[src/rtl/switch_reader.sv]
// Debounced switch/button reader: two-flop synchronizer and per-bit debounce
// counter feeding a stable-state register and sticky rising-edge flags.
module switch_reader #(
    parameter int unsigned WIDTH     = 8,
    parameter int unsigned DB_CYCLES = 4
) (
    input  logic             clk,
    input  logic             reset,
    input  logic             rd_en,
    input  logic             wr_en,
    input  logic             addr,
    input  logic [WIDTH-1:0] data_in,
    input  logic [WIDTH-1:0] sw_port,
    output logic [WIDTH-1:0] data_out,
    output logic             irq
);

    localparam int unsigned CW = (DB_CYCLES > 1) ? $clog2(DB_CYCLES) : 1;
    localparam logic [CW-1:0] CNT_MAX = CW'(DB_CYCLES - 1);

    logic [WIDTH-1:0] sync1;
    logic [WIDTH-1:0] sync2;
    logic [WIDTH-1:0] stable;
    logic [WIDTH-1:0] stable_next;
    logic [WIDTH-1:0] flags;
    logic [WIDTH-1:0] flags_next;
    logic [WIDTH-1:0] rise;
    logic [WIDTH-1:0] clr;
    logic [CW-1:0]    cnt      [WIDTH];
    logic [CW-1:0]    cnt_next [WIDTH];

    always_comb begin
        stable_next = stable;
        for (int unsigned i = 0; i < WIDTH; i++) begin
            cnt_next[i] = '0;
            if (sync2[i] != stable[i]) begin
                if (cnt[i] == CNT_MAX) begin
                    stable_next[i] = sync2[i];
                end else begin
                    cnt_next[i] = cnt[i] + CW'(1);
                end
            end
        end
    end

    // Set has priority over clear when both hit the same flag.
    always_comb begin
        rise       = stable_next & ~stable;
        clr        = (wr_en && addr) ? data_in : '0;
        flags_next = (flags & ~clr) | rise;
    end

    always_ff @(posedge clk) begin
        if (reset) begin
            sync1  <= '0;
            sync2  <= '0;
            stable <= '0;
            flags  <= '0;
            for (int unsigned i = 0; i < WIDTH; i++) begin
                cnt[i] <= '0;
            end
        end else begin
            sync1  <= sw_port;
            sync2  <= sync1;
            stable <= stable_next;
            flags  <= flags_next;
            for (int unsigned i = 0; i < WIDTH; i++) begin
                cnt[i] <= cnt_next[i];
            end
        end
    end

    always_comb begin
        data_out = '0;
        if (rd_en) begin
            data_out = addr ? flags : stable;
        end
    end

    assign irq = |flags;

endmodule

[config.mk]
export PLATFORM = sky130hd
export DESIGN_NAME = switch_reader
export DESIGN_NICKNAME = d
export VERILOG_FILES = /design/src/rtl/switch_reader.sv
export SDC_FILE = /design/constraint.sdc
export NUM_CORES = 1
export LEC_CHECK = 0
export BUFFER_PORTS_ARGS = -buffer_cell sky130_fd_sc_hd__buf_2
export CAP_MARGIN = 20
export CORE_UTILIZATION = 39
export DETAILED_ROUTE_END_ITERATION = 10
export PLACE_DENSITY = 0.57
export SLEW_MARGIN = 20
export SYNTH_ARGS = -nofsm -noshare
export SYNTH_HDL_FRONTEND = slang
export SYNTH_SLANG_ARGS = --single-unit
[constraint.sdc]
create_clock -name clk -period 1.4 [get_ports clk]
set_input_delay 0.07 -clock clk [delete_from_list [all_inputs] [get_ports clk]]
set_output_delay 0.07 -clock clk [all_outputs]
set_load 0.02 [all_outputs]
==> results_dict.tcl <==
set metrics [dict create \
    status "finished clean" \
    drt-initial-drc-count 32 \
    cpPeakStageDelay_ps 330 \
    setup_slack_ps 169 \
    syn-cell-area_mm2 0.00200 \
    yosys_warnings 0 \
    num_rows 25 \
    peakVddDrop_uv 697 \
    synth_cell_type_count 18 \
    crit_buf_inv 1 \
    relSlewSlack_pct 74.7 \
    hold_viol_final 0 \
    finalClockSkew_ps 5.83 \
    die_h_um 73.6 \
    coreArea_mm2 0.00482 \
    io_pins 30 \
    ys_top_cells_by_area "dfxtp_1, nor2b_1, mux2i_1" \
    syn_nets 194 \
    first_global_vias 1269 \
    cts_tree "built" \
    synth_top_area_share_pct 48.1 \
    worst_pin_slew_ps 379 \
    grt_util_all_layers_pct 14.1 \
    switching_share_pct 20.5 \
    antenna_found_initial 0 \
    crit_chain "nor4_1 > nand2_1 > buf_2" \
    syn_inst 165 \
    placed_cell_area_mm2 0.00217 \
    nets 231 \
    io_buffers 29 \
    cts_buffers 5 \
    p_seq_share_pct 55.8 \
    ys_seq_elements 48 \
    initial_utilization_pct 41.5 \
    area_growth_syn_to_layout_pct 17.8 \
    p_comb_share_pct 6.1 \
    rsz0062_at_grt "no" \
    power_frac_clock_pct 38.2 \
    cts.clk_slew.worst_paths_ps 90 \
    grt_first_pass_wirelength_mm 5.73 \
    grt-ovfl-total 0 \
    drv_cap 0 \
    finalSetupViolations 0 \
    netlist.top_cell.by_area "dfxtp_1" \
    min_period_over_period_pct 87.9 \
    clk_latency_ps 290 \
    dr.pass1.iters 4 \
    clkSinkCount 48 \
    crit_type "register to primary output" \
    drc_errors 0 \
    critPathMaxFanout 3 \
    cp_top_family "simple AND/OR/NAND/NOR gates" \
    cts-root-buf "clkbuf_8" \
    post-place-ws_ps 257 \
    via_per_inst 4.83 \
    drive_gt1_share_pct 28.1 \
    final_area_mm2 0.00235 \
    vias 1304 \
    wl_mm 3.42 \
    final_util_pct 48.9 \
    p_per_area_mw_per_mm2 1070 \
    grt_max_degree 57 \
    fin_setup_tns_ps 0 \
    p_switching_mw 0.517 \
    avgRoutedWirePerCell_um 12.7 \
    syn-mean-instance-area_um2 12.1 \
    antenna_left 0 \
    htree_num_levels 2 \
    die_x_um 73.6 \
    cp-start-kind "register" \
    cts.path.max_buffers 2 \
    finalMaxSlewViolations 0 \
    seq_area_frac_synth_pct 48.1 \
    routabilityCongestion 0.741 \
    hold_class "input pin to register" \
    hpwl_mm 2.35 \
    crit_required_ps 1330 \
    cts_resized 0 \
    p_leak_nw 0.933 \
    critPathArrivalTime_ps 1160 \
    dieArea_mm2 0.00542 \
    cpMaxStageDelayCell "dfxtp_1" \
    power.internal_mw 2.00 \
    crit_path_end_kind "primary output" \
    final.min_clock_period_ps 1230 \
    num_antenna_cells 0 \
    clock.fmax_mhz 813 \
]
-- what timing repair did --
action	in CTS	in global routing
endpoints found under the hold margin	8	0
hold buffers	8	0
buffers inserted	0	0
-- through the flow --
step	total power [mW]	instances	hold slack, ps
global placement	1.57	254	277
floorplan	1.54	165	198
detailed placement	1.58	254	283
global route	2.64	270	101
finish	2.52	270	88.6
CTS	2.56	270	79.7
-- cells by family after synthesis --
| group | count (synthesis) | synth area share [%] |
|---|---|---|
| compound gates | 8 | 5.88 |
| xor+xnor | 8 | 3.50 |
| fa+ha+maj | 8 | 5.01 |
| buf+inv | 8 | 4.07 |
| flops | 48 | 48.1 |
| mux | 16 | 8.01 |
| simple gates | 69 | 25.5 |
-- layout by cell type (no fill, tap or decap), types with 8 or more instances in the layout --
| cell type | count |
|---|---|
| xnor2_1 | 8 |
| mux2i_1 | 16 |
| ha_1 | 8 |
| dlygate4sd3_1 | 8 |
| nor4b_2 | 8 |
| nor2_1 | 10 |
| dfxtp_1 | 48 |
| nor2b_1 | 26 |
| buf_2 | 29 |
-- flip-flops by register name, indices dropped and copies added, names as in the netlist --
| register | flops |
|---|---|
| flags | 8 |
| sync1 | 8 |
| stable | 8 |
| cnt | 16 |
| sync2 | 8 |
-- final timing paths --
check	to	cells after the start	slack, ps	startpoint
max	irq	3	170	flags[6]
min	flags[3]	3	90	data_in[3]
max reg2reg	flags[7]	3	250	cnt[1][6]
min reg2reg	cnt[1][2]	1	430	cnt[1][2]
-- synthesized netlist by cell type --
cell and instances:
dfxtp_1 48, nor2b_1 26, mux2i_1 16, nor2_1 10, ha_1 8, nor4b_2 8, xnor2_1 8, and3_1 6
nand2b_1 6, nor4_2 6, o32ai_2 6, buf_6 5, nor4_1 4, a32o_1 2, buf_2 2, nand3_1 2
buf_8 1, nand2_1 1
-- worst min-delay path, stage by stage --
cell	delay [ps]
buf_2	100
nand3_1	70
a32o_1	120
-- metal layers --
layer	GRT usage [%]	share of wire [%]	vias to the layer above
met5	0	0	-
met1	18.0	51	615
met4	4.49	1.2	0
met2	22.2	43	24
met3	4.80	4.6	4
li1	-	-	661
-- power groups by stage --
stage               clock network, mW  logic (mW)  registers, mW
floorplan                           0       0.103           1.44
global placement                    0       0.134           1.44
detailed placement                  0       0.138           1.44
CTS                             0.996       0.155           1.41
global route                     1.07       0.168           1.41
finish                          0.961       0.153           1.41
-- layout make-up --
class	instances	area, um2
fillers	475	2460
flip-flops and latches	48	961
multi-input cells	109	957
repair buffers	38	245
well taps	67	83.8
clock buffers	6	72.6
clock inverters	2	35.0
(Power assumes the default switching activity.)
